--- src/rtl/pwm_pkg.sv ---
// Shared definitions for the PWM fade sequencer.
// Holds the state encodings and the fade state enum used by the
// sequencer FSM.
package pwm_pkg;

    localparam logic [2:0] S_IDLE    = 3'd0;
    localparam logic [2:0] S_RISE    = 3'd1;
    localparam logic [2:0] S_HOLD_HI = 3'd2;
    localparam logic [2:0] S_FALL    = 3'd3;
    localparam logic [2:0] S_HOLD_LO = 3'd4;

    typedef enum logic [2:0] {
        FS_IDLE    = S_IDLE,
        FS_RISE    = S_RISE,
        FS_HOLD_HI = S_HOLD_HI,
        FS_FALL    = S_FALL,
        FS_HOLD_LO = S_HOLD_LO
    } fade_state_t;

endpackage

--- src/rtl/pwm_fade_sequencer_if.sv ---
// Load interface between the fade sequencer and one PWM instance.
//   top           : PWM period top value
//   top_valid     : one-cycle load strobe for top
//   compare       : PWM compare value (RESOLUTION+1 bits, MAX = 100%)
//   compare_valid : one-cycle load strobe for compare
//   cycle_end     : period-end strobe coming back from the PWM
// master = sequencer side, slave = PWM side.
interface pwm_fade_sequencer_if #(
    parameter int RESOLUTION = 8
);
    logic [RESOLUTION-1:0] top;
    logic                  top_valid;
    logic [RESOLUTION:0]   compare;
    logic                  compare_valid;
    logic                  cycle_end;

    modport master (
        output top,
        output top_valid,
        output compare,
        output compare_valid,
        input  cycle_end
    );

    modport slave (
        input  top,
        input  top_valid,
        input  compare,
        input  compare_valid,
        output cycle_end
    );
endinterface

--- src/rtl/pwm_tick_divider.sv ---
// Divides PWM period-end strobes down to fade update ticks.
// Ports:
//   i_clk, i_rst_n : clock, asynchronous active-low reset
//   i_clear        : holds the count at 0 and suppresses ticks
//   i_cycle_end    : PWM period-end strobe
//   i_div          : periods per tick minus 1
//   o_tick         : combinational, high in the cycle of the
//                    i_cycle_end that completes a division
module pwm_tick_divider #(
    parameter int DIV_WIDTH = 8
) (
    input  logic                 i_clk,
    input  logic                 i_rst_n,
    input  logic                 i_clear,
    input  logic                 i_cycle_end,
    input  logic [DIV_WIDTH-1:0] i_div,
    output logic                 o_tick
);

    logic [DIV_WIDTH-1:0] div_cnt_reg;
    logic                 wrap;

    assign wrap   = (div_cnt_reg == i_div);
    assign o_tick = !i_clear && i_cycle_end && wrap;

    always_ff @(posedge i_clk or negedge i_rst_n) begin
        if (!i_rst_n) begin
            div_cnt_reg <= '0;
        end else if (i_clear) begin
            div_cnt_reg <= '0;
        end else if (i_cycle_end) begin
            div_cnt_reg <= wrap ? '0 : div_cnt_reg + DIV_WIDTH'(1);
        end
    end

endmodule

--- src/rtl/pwm_fade_sequencer.sv ---
// LED breathing envelope sequencer for one PWM instance.
// Ramps compare 0 -> MAX, holds, ramps back to 0, holds, then stops
// or repeats. Updates happen on divided PWM period boundaries.
// Ports:
//   i_clk, i_rst_n   : clock, asynchronous active-low reset
//   i_start / i_stop : single-cycle control pulses (stop has priority)
//   i_top, i_step, i_div, i_hold : configuration, latched on start
//   i_repeat         : loop request, sampled when leaving HOLD_LO
//   pwm_bus          : top/compare load interface and cycle-end strobe
//   o_busy           : state != IDLE (combinational)
//   o_done           : one-cycle pulse on normal completion
module pwm_fade_sequencer #(
    parameter int RESOLUTION = 8,
    parameter int DIV_WIDTH  = 8
) (
    input  logic                  i_clk,
    input  logic                  i_rst_n,
    input  logic                  i_start,
    input  logic                  i_stop,
    input  logic [RESOLUTION-1:0] i_top,
    input  logic [RESOLUTION-1:0] i_step,
    input  logic [DIV_WIDTH-1:0]  i_div,
    input  logic [DIV_WIDTH-1:0]  i_hold,
    input  logic                  i_repeat,
    pwm_fade_sequencer_if.master  pwm_bus,
    output logic                  o_busy,
    output logic                  o_done
);
    import pwm_pkg::*;

    localparam int CW = RESOLUTION + 1;  // compare width
    localparam int SW = RESOLUTION + 2;  // non-wrapping sum width

    fade_state_t           state_reg, state_next;
    logic [CW-1:0]         compare_reg, compare_next;
    logic [RESOLUTION-1:0] top_reg, top_next;
    logic                  top_valid_reg, top_valid_next;
    logic                  compare_valid_reg, compare_valid_next;
    logic                  done_reg, done_next;
    logic [DIV_WIDTH-1:0]  hold_cnt_reg, hold_cnt_next;
    logic [RESOLUTION-1:0] top_l_reg, top_l_next;
    logic [RESOLUTION-1:0] step_l_reg, step_l_next;
    logic [DIV_WIDTH-1:0]  div_l_reg, div_l_next;
    logic [DIV_WIDTH-1:0]  hold_l_reg, hold_l_next;

    logic                  tick;
    logic                  div_clear;
    logic [CW-1:0]         max_val;
    logic [CW-1:0]         step_ext;
    logic [SW-1:0]         rise_sum;
    logic [CW-1:0]         rise_val;
    logic [CW-1:0]         fall_val;
    logic                  hold_last;

    // Divider only runs while a sequence is active; a stop clears it
    // in the same cycle so no stale tick can follow an abort.
    assign div_clear = (state_reg == FS_IDLE) || i_stop;

    pwm_tick_divider #(
        .DIV_WIDTH (DIV_WIDTH)
    ) u_div (
        .i_clk       (i_clk),
        .i_rst_n     (i_rst_n),
        .i_clear     (div_clear),
        .i_cycle_end (pwm_bus.cycle_end),
        .i_div       (div_l_reg),
        .o_tick      (tick)
    );

    // MAX is top+1 so that top=2^RESOLUTION-1 still reaches 100% duty.
    assign max_val   = {1'b0, top_l_reg} + CW'(1);
    assign step_ext  = {1'b0, step_l_reg};
    assign rise_sum  = {1'b0, compare_reg} + {2'b00, step_l_reg};
    assign rise_val  = (rise_sum >= {1'b0, max_val}) ? max_val : rise_sum[CW-1:0];
    assign fall_val  = (compare_reg <= step_ext) ? '0 : compare_reg - step_ext;
    assign hold_last = (hold_cnt_reg == hold_l_reg);

    always_comb begin
        state_next         = state_reg;
        compare_next       = compare_reg;
        top_next           = top_reg;
        top_valid_next     = 1'b0;
        compare_valid_next = 1'b0;
        done_next          = 1'b0;
        hold_cnt_next      = hold_cnt_reg;
        top_l_next         = top_l_reg;
        step_l_next        = step_l_reg;
        div_l_next         = div_l_reg;
        hold_l_next        = hold_l_reg;

        if (i_stop) begin
            state_next         = FS_IDLE;
            compare_next       = '0;
            compare_valid_next = 1'b1;
        end else begin
            case (state_reg)
                FS_IDLE: begin
                    if (i_start) begin
                        top_l_next         = i_top;
                        // A zero step would never leave RISE.
                        step_l_next        = (i_step == '0) ? RESOLUTION'(1) : i_step;
                        div_l_next         = i_div;
                        hold_l_next        = i_hold;
                        top_next           = i_top;
                        compare_next       = '0;
                        top_valid_next     = 1'b1;
                        compare_valid_next = 1'b1;
                        hold_cnt_next      = '0;
                        state_next         = FS_RISE;
                    end
                end
                FS_RISE: begin
                    if (tick) begin
                        compare_next       = rise_val;
                        compare_valid_next = 1'b1;
                        if (rise_val == max_val) begin
                            hold_cnt_next = '0;
                            state_next    = FS_HOLD_HI;
                        end
                    end
                end
                FS_HOLD_HI: begin
                    if (tick) begin
                        if (hold_last) begin
                            state_next = FS_FALL;
                        end else begin
                            hold_cnt_next = hold_cnt_reg + DIV_WIDTH'(1);
                        end
                    end
                end
                FS_FALL: begin
                    if (tick) begin
                        compare_next       = fall_val;
                        compare_valid_next = 1'b1;
                        if (fall_val == '0) begin
                            hold_cnt_next = '0;
                            state_next    = FS_HOLD_LO;
                        end
                    end
                end
                FS_HOLD_LO: begin
                    if (tick) begin
                        if (hold_last) begin
                            if (i_repeat) begin
                                state_next = FS_RISE;
                            end else begin
                                state_next = FS_IDLE;
                                done_next  = 1'b1;
                            end
                        end else begin
                            hold_cnt_next = hold_cnt_reg + DIV_WIDTH'(1);
                        end
                    end
                end
                default: begin
                    state_next = FS_IDLE;
                end
            endcase
        end
    end

    always_ff @(posedge i_clk or negedge i_rst_n) begin
        if (!i_rst_n) begin
            state_reg         <= FS_IDLE;
            compare_reg       <= '0;
            top_reg           <= '0;
            top_valid_reg     <= 1'b0;
            compare_valid_reg <= 1'b0;
            done_reg          <= 1'b0;
            hold_cnt_reg      <= '0;
            top_l_reg         <= '0;
            step_l_reg        <= '0;
            div_l_reg         <= '0;
            hold_l_reg        <= '0;
        end else begin
            state_reg         <= state_next;
            compare_reg       <= compare_next;
            top_reg           <= top_next;
            top_valid_reg     <= top_valid_next;
            compare_valid_reg <= compare_valid_next;
            done_reg          <= done_next;
            hold_cnt_reg      <= hold_cnt_next;
            top_l_reg         <= top_l_next;
            step_l_reg        <= step_l_next;
            div_l_reg         <= div_l_next;
            hold_l_reg        <= hold_l_next;
        end
    end

    assign pwm_bus.top           = top_reg;
    assign pwm_bus.top_valid     = top_valid_reg;
    assign pwm_bus.compare       = compare_reg;
    assign pwm_bus.compare_valid = compare_valid_reg;
    assign o_busy                = (state_reg != FS_IDLE);
    assign o_done                = done_reg;

endmodule
--- src/flat_wrapper.sv ---
// flat-port wrapper written by rule: the top's interface ports become plain ports
module pwm_fade_sequencer_flat import pwm_pkg::*;
#(
    parameter int RESOLUTION = 8,
    parameter int DIV_WIDTH  = 8
)
  (i_clk, i_rst_n, i_start, i_stop, i_top, i_step, i_div, i_hold, i_repeat, o_busy, o_done, pwm_bus_top, pwm_bus_top_valid, pwm_bus_compare, pwm_bus_compare_valid, pwm_bus_cycle_end);
  pwm_fade_sequencer_if #(.RESOLUTION(RESOLUTION)) pwm_bus_i ();
  input  logic i_clk;
  input  logic i_rst_n;
  input  logic i_start;
  input  logic i_stop;
  input  logic [RESOLUTION-1:0] i_top;
  input  logic [RESOLUTION-1:0] i_step;
  input  logic [DIV_WIDTH-1:0] i_div;
  input  logic [DIV_WIDTH-1:0] i_hold;
  input  logic i_repeat;
  output logic o_busy;
  output logic o_done;
  output wire logic [$bits(pwm_bus_i.top)-1:0] pwm_bus_top;
  output wire logic [$bits(pwm_bus_i.top_valid)-1:0] pwm_bus_top_valid;
  output wire logic [$bits(pwm_bus_i.compare)-1:0] pwm_bus_compare;
  output wire logic [$bits(pwm_bus_i.compare_valid)-1:0] pwm_bus_compare_valid;
  input wire logic [$bits(pwm_bus_i.cycle_end)-1:0] pwm_bus_cycle_end;
  assign pwm_bus_top = pwm_bus_i.top;
  assign pwm_bus_top_valid = pwm_bus_i.top_valid;
  assign pwm_bus_compare = pwm_bus_i.compare;
  assign pwm_bus_compare_valid = pwm_bus_i.compare_valid;
  assign pwm_bus_i.cycle_end = pwm_bus_cycle_end;
  pwm_fade_sequencer #(.RESOLUTION(RESOLUTION), .DIV_WIDTH(DIV_WIDTH)) u_core (.i_clk(i_clk), .i_rst_n(i_rst_n), .i_start(i_start), .i_stop(i_stop), .i_top(i_top), .i_step(i_step), .i_div(i_div), .i_hold(i_hold), .i_repeat(i_repeat), .pwm_bus(pwm_bus_i), .o_busy(o_busy), .o_done(o_done));
endmodule
--- config.mk ---
export PLATFORM = sky130hd
export DESIGN_NAME = pwm_fade_sequencer_flat
export DESIGN_NICKNAME = d
export VERILOG_FILES = /design/src/rtl/pwm_pkg.sv /design/src/rtl/pwm_fade_sequencer_if.sv /design/src/rtl/pwm_tick_divider.sv /design/src/rtl/pwm_fade_sequencer.sv /design/src/flat_wrapper.sv
export SDC_FILE = /design/constraint.sdc
export NUM_CORES = 1
export LEC_CHECK = 0
export CORE_MARGIN = 2
export CORE_UTILIZATION = 56
export CTS_CLUSTER_SIZE = 28
export DETAILED_ROUTE_END_ITERATION = 8
export PLACE_DENSITY_LB_ADDON = 0.2
export SYNTH_ARGS = -nofsm -noshare
export SYNTH_HDL_FRONTEND = slang
export SYNTH_HIERARCHICAL = 1
export SYNTH_SLANG_ARGS = --single-unit
--- constraint.sdc ---
create_clock -name i_clk -period 6.3 [get_ports i_clk]
set_input_delay 0.945 -clock i_clk [delete_from_list [all_inputs] [get_ports i_clk]]
set_output_delay 0.945 -clock i_clk [all_outputs]
set_load 0.02 [all_outputs]
After elaboration in Yosys (flattened, before gate mapping)
Cells that the tools add are included.

Flip-flop bits (word level): 63. Input port bits: 38. Logic and storage cells: 101. Output and inout bits: 21.

Add/subtract/negate cells: 5. Eq/ne operators: 23. Muxes and demuxes: 42. Bitwise logic cells: 1. Order comparisons: 2. Reduce and logical (&&, ||, !) cells: 17.

Operators by type and width (number): $mux W8 (11); $mux W9 (6); $pmux W8 S4 (1); $mux W3 (10); $pmux W9 S3 (1); $ne A3 B2 Y1 const B (8); $reduce_and A9 Y1 (2); $add A8 B1 Y8 const B (2); $eq A8 B8 Y1 (2); $pmux W3 S5 (1); $mux W1 (11); $add A9 B8 Y10 (1); $ge A10 B9 Y1 (1); $ne A2 B1 Y1 const B (5); $add A8 B1 Y9 const B (1); $eq A9 B9 Y1 (1); $le A9 B8 Y1 (1); $logic_not A9 Y1 (1); $sub A9 B8 Y9 (1); $logic_not A8 Y1 (1); $reduce_bool A4 Y1 (2); $eq A3 B2 Y1 const B (2); $ne A2 B2 Y1 const B (2); $reduce_and A4 Y1 (1); 13 further kinds (15).

Depth between registers and ports, before layout
Depth after elaboration: 8. Mapped depth: 18. Mapped depth without buffers: 16.

Modules after synthesis
The synthesis kept the hierarchy.

By module, submodules not included: pwm_fade_sequencer (times used 1, sequential area each 1376.3 µm², area each 4016.4 µm², cells each 483); pwm_tick_divider (times used 1, sequential area each 200.2 µm², area each 571.8 µm², cells each 64).

Worst setup path after synthesis
Ideal clock, no wire load.

Path kind: flip-flop to flip-flop. Start point: reg u_core.compare_reg[2] (netlist: u_core/pwm_bus.compare[2]). End point: reg u_core.compare_reg[1] (netlist: u_core/pwm_bus.compare[1]). Library setup time: 0.104 ns. Period minus slack after synthesis: 3.896 ns. Arrival: 3.792 ns. Required time: 6.196 ns. Setup slack: 2.404 ns. Path buffers: 2. Stages on the path, launching flop included: 17. Cells stage by stage: dfrtp_1 > ha_1 > buf_4 > and2b_1 > a21oi_1 > a211o_1 > xor2_1 > inv_1 > ha_1 > a211o_1 > a21oi_1 > o21ai_0 > a211oi_1 > clkbuf_1 > mux2i_1 > nand2_1 > a221oi_1.

Longest elaborated chain between the ends: 6. Elaborated cells between the ends (all ways): 9. Classes of those cells: add/sub: 1; order compare: 2; mux: 6.

RTL lines: from (decl) (RTL line pwm_fade_sequencer.sv:35) `logic [CW-1:0] compare_reg, compare_next;`; from (signal assigned) (RTL line pwm_fade_sequencer.sv:177) `compare_reg <= compare_next;`; $add A9 B8 Y10 (RTL line pwm_fade_sequencer.sv:73) `assign rise_sum = {1'b0, compare_reg} + {2'b00, step_l_reg};`; $ge A10 B9 Y1 (RTL line pwm_fade_sequencer.sv:74) `assign rise_val = (rise_sum >= {1'b0, max_val}) ? max_val : rise_sum[CW-1:0];`; $mux W9 (RTL line pwm_fade_sequencer.sv:74); $mux W9 (RTL line pwm_fade_sequencer.sv:113) `if (tick) begin`; $pmux W9 S3 * (RTL line pwm_fade_sequencer.sv:96) `case (state_reg)`; $mux W9 * (RTL line pwm_fade_sequencer.sv:91) `if (i_stop) begin`.

Mark *: on every way between the ends. The rest lies on a longest branch, timed or not. The select of a mux whose other input is x is not followed. A chain may end at the register's enable or synchronous reset.

Worst setup path after layout
Start point: in i_stop. End point: reg u_core.hold_cnt_reg[2].

Longest elaborated chain between the ends: 6. Elaborated cells between the ends (all ways): 9. Classes of those cells: eq/ne: 3; bitwise: 1; reduce/logical: 5.

RTL lines: from (decl) (RTL line flat_wrapper.sv:12) `input logic i_stop;`; $logic_or A1 B1 Y1 * (RTL line pwm_fade_sequencer.sv:57) `assign div_clear = (state_reg == FS_IDLE) || i_stop;`; named net u_core.div_clear (RTL line pwm_fade_sequencer.sv:47) `logic div_clear;`; $logic_not A1 Y1 * (RTL line pwm_tick_divider.sv:24) `assign o_tick = !i_clear && i_cycle_end && wrap;`; $logic_and A1 B1 Y1 * (2 in series) (RTL line pwm_tick_divider.sv:24); named net u_core.tick (RTL line pwm_fade_sequencer.sv:46) `logic tick;`; $ne A2 B1 Y1 (no source line); $reduce_and A9 Y1 (no source line) *; to (signal assigned) (RTL line pwm_fade_sequencer.sv:182) `hold_cnt_reg <= hold_cnt_next;`; to (decl) (RTL line pwm_fade_sequencer.sv:40) `logic [DIV_WIDTH-1:0] hold_cnt_reg, hold_cnt_next;`.

The timed path passes the listed nets; every way through them passes the cells marked *.

==> impl_results.md <==
- Reg2reg end: u_core/pwm_bus.compare[5]
- Mapped Cells: 547
- Post-CTS Setup Inserts: 0
- Most frequent cells in the layout: 115 x nand2_1, 63 x dfrtp_1, 57 x clkdlybuf4s50_1
- DRC: 0
- Final TNS setup: 0 ns
- DR WL/cell: 16.07 um
- Fin nets: 670
- PortBufs: 58
- Reg2reg setup slack: 2.20 ns
- Synth async-reset ratio: 100.0%
- RR Startpoint: u_core/pwm_bus.compare[5]
- Setup crit end: u_core/hold_cnt_reg[2]
- CP required: 6.54 ns
- Core outline area: 8093 sq um
- Tot GR Track Use: 27.27%
- Antenna violations before repair: 0
- Grt ovf: 0
- Final count of pins violating max slew: 0
- Worst hold path class: flop to flop
- Worst Setup SP: i_stop
- Synth top area share: 34.36%
- First-pass GRT wire length: 18880 um
- RSZ-0062 raised after global routing: false
- Sequential area share after synthesis: 34.36%
- Vias in the first global route: 3930
- DRT Wirelength: 11440 um
- Post-synthesis average cell area: 8.388 sq um
- DP Worst Slack: 1.728 ns
- Num rows: 33
- Status: finished, final reports clean
- Area leader, netlist: dfrtp_1
- Max Clock Skew: 0.007766 ns
- CTS Buffer Depth: 2
- Initial Utilization: 56.69%
- CTS tree: built
- Crit path time final: 4.269 ns
- PwrDens: 560.8 nW/um^2
- Largest register FFs: 9
- Max FO, Critical Path: 18
- Clock buffer count from CTS: 9
- Worst Slack Setup Final: 2.031 ns
- Final ANT Viol Nets: 0
- Register bit total from synthesis: 63
- Area contributors post-synth: dfrtp_1 34%, nand2_1 9.4%, ha_1 7.6%
- Via count: 4175
- Fraction of layout cells with a size suffix above 1: 6.590%
- Critical Path Sink Type: flop
- Boundary Pins: 59
- Resized cells post-CTS: 0
- Post-CTS Hold Buffers: 0
- Maximum number of pins on one net before global-route repair: 64
- Most common cell after layout, fill and taps aside: nand2_1
- Ant. Diodes: 0
- Hold WS: 0.4976 ns
- Dominant synthesized flop cell: dfrtp_1
- R2R depth: 15
- Netlist cell types: 69
- Netlist Area Pre-Place: 4588 sq um
- Clock transition at the registers of the reported paths: 0.07 ns
- Max Fclk: 0.2342 GHz
- GP Congestion: 0.9212
- Post-synth EDFFs: 0
- Clk root buf: clkbuf_8
- Sink Count: 63
- DR vias/cell: 5.864
- VDD IR max: 249.1 uV
- Final Hold Viols: 0
- Die area: 8933 sq um
- Setup Viol. Count Final: 0
- Post-detail-place hpwl: 8460 um
- Slew HR: 44.08%
- Area delta synth->final: 19.28%
- Yosys warning count: 6
- H-tree Lvls: 3
- DR iter-0 viols: 392
- Critical path class: input pin to flop
- Lkg Pwr: 2.449 nW
- Period Utilization, post-route: 67.76%
- Syn Nets: 615
- Worst Tran Pin Value: 0.8388 ns
- Startpoint Class: input pin
- Data arrival, critical path: 4.51 ns
- First-pass DRT Iterations: 7
- Maxcap violations: 0
- Hold Crit Start: u_core/hold_l_reg[3]
- Later-pin clock latency in the skew report: 0.35 ns
- Die X: 94.52 um
- Die height: 94.52 um
-- power breakdown --
group          switching [mW]  internal [mW]
logic                    1.16          0.806
clock network           0.167          0.244
registers               0.152          0.544
total                    1.48           1.59
-- stage by stage --
| step | util [%] | std cells | area, sq um | power [mW] |
|---|---|---|---|---|
| after detailed placement | 64.77 | 696 | 5241 | 2.609 |
| after global routing | 67.63 | 712 | 5473 | 3.290 |
| after CTS | 67.63 | 712 | 5473 | 3.045 |
| final | 67.63 | 712 | 5473 | 3.069 |
| after floorplan | - | 547 | 4588 | 2.084 |
| after global placement | 64.77 | 696 | 5241 | 2.550 |
-- metal layers --
| layer | wire (um) | share of wire (%) | global-route usage [%] |
|---|---|---|---|
| met4 | 306 | 2.7 | 12.32 |
| met5 | 0 | 0 | 0 |
| met3 | 615 | 5.4 | 4.070 |
| met1 | 4914 | 43 | 35.91 |
| met2 | 5602 | 49 | 44.58 |
-- worst max-delay path, stage by stage --
cell and delay, ns:
clkdlybuf4s50_1 0.73, or2_2 0.46, nand2b_1 0.22, nor3_1 0.62, o21ai_0 0.19, a21oi_1 0.18
a31oi_1 0.05, nor3_1 0.27, o21ai_1 0.13, a211o_4 0.37, a221o_1 0.35
-- synthesized netlist by cell type (4+ instances only) --
library cell,count
nand2_1,115
dfrtp_1,63
a21oi_1,31
inv_1,30
o21ai_0,30
nor2_1,29
ha_1,28
nand3_1,23
xnor2_1,20
xor2_1,19
clkbuf_1,12
nor3_1,12
nor4_1,9
o211ai_1,9
o31ai_1,9
nand2b_1,8
a21o_1,6
a211oi_1,5
and3_1,5
mux2i_1,5
nor2b_1,5
buf_2,4
nor3b_1,4
o21ai_1,4
or2_2,4
-- cell type report --
type | instances | area (sq um)
Timing Repair Buffer | 62 | 605.6
Fill cell | 671 | 2620
Clock buffer | 11 | 151.4
Clock inverter | 5 | 80.08
Inverter | 31 | 116.4
Multi-Input combinational cell | 435 | 2811
Sequential cell | 63 | 1577
Tap cell | 105 | 131.4
-- logic make-up (layout without fill, tap and decap cells) --
| group | Yosys count | count (layout) | synth area share, % |
|---|---|---|---|
| multiplexers | 7 | 7 | 1.582 |
| flip-flops | 63 | 63 | 34.36 |
| buffers and inverters | 49 | 109 | 4.363 |
| AO/OA/AOI/OAI | 126 | 126 | 19.04 |
| AND/OR/NAND/NOR | 230 | 230 | 23.37 |
| XOR/XNOR | 42 | 42 | 8.781 |
| adder cells (fa/ha/maj) | 30 | 30 | 8.508 |
-- how the worst min path moves through the flow --
stage,end,slack (ns),cells after the start
2_1_floorplan,u_core/hold_l_reg[0],0.47,2
3_3_place_gp,u_core/hold_l_reg[3],0.48,2
3_5_place_dp,u_core/hold_l_reg[3],0.49,2
4_1_cts,u_core/hold_l_reg[3],0.50,2
5_1_grt,u_core/div_l_reg[7],0.54,2
6_report,u_core/hold_l_reg[3],0.50,2
Power figures use the tool's default switching activity.
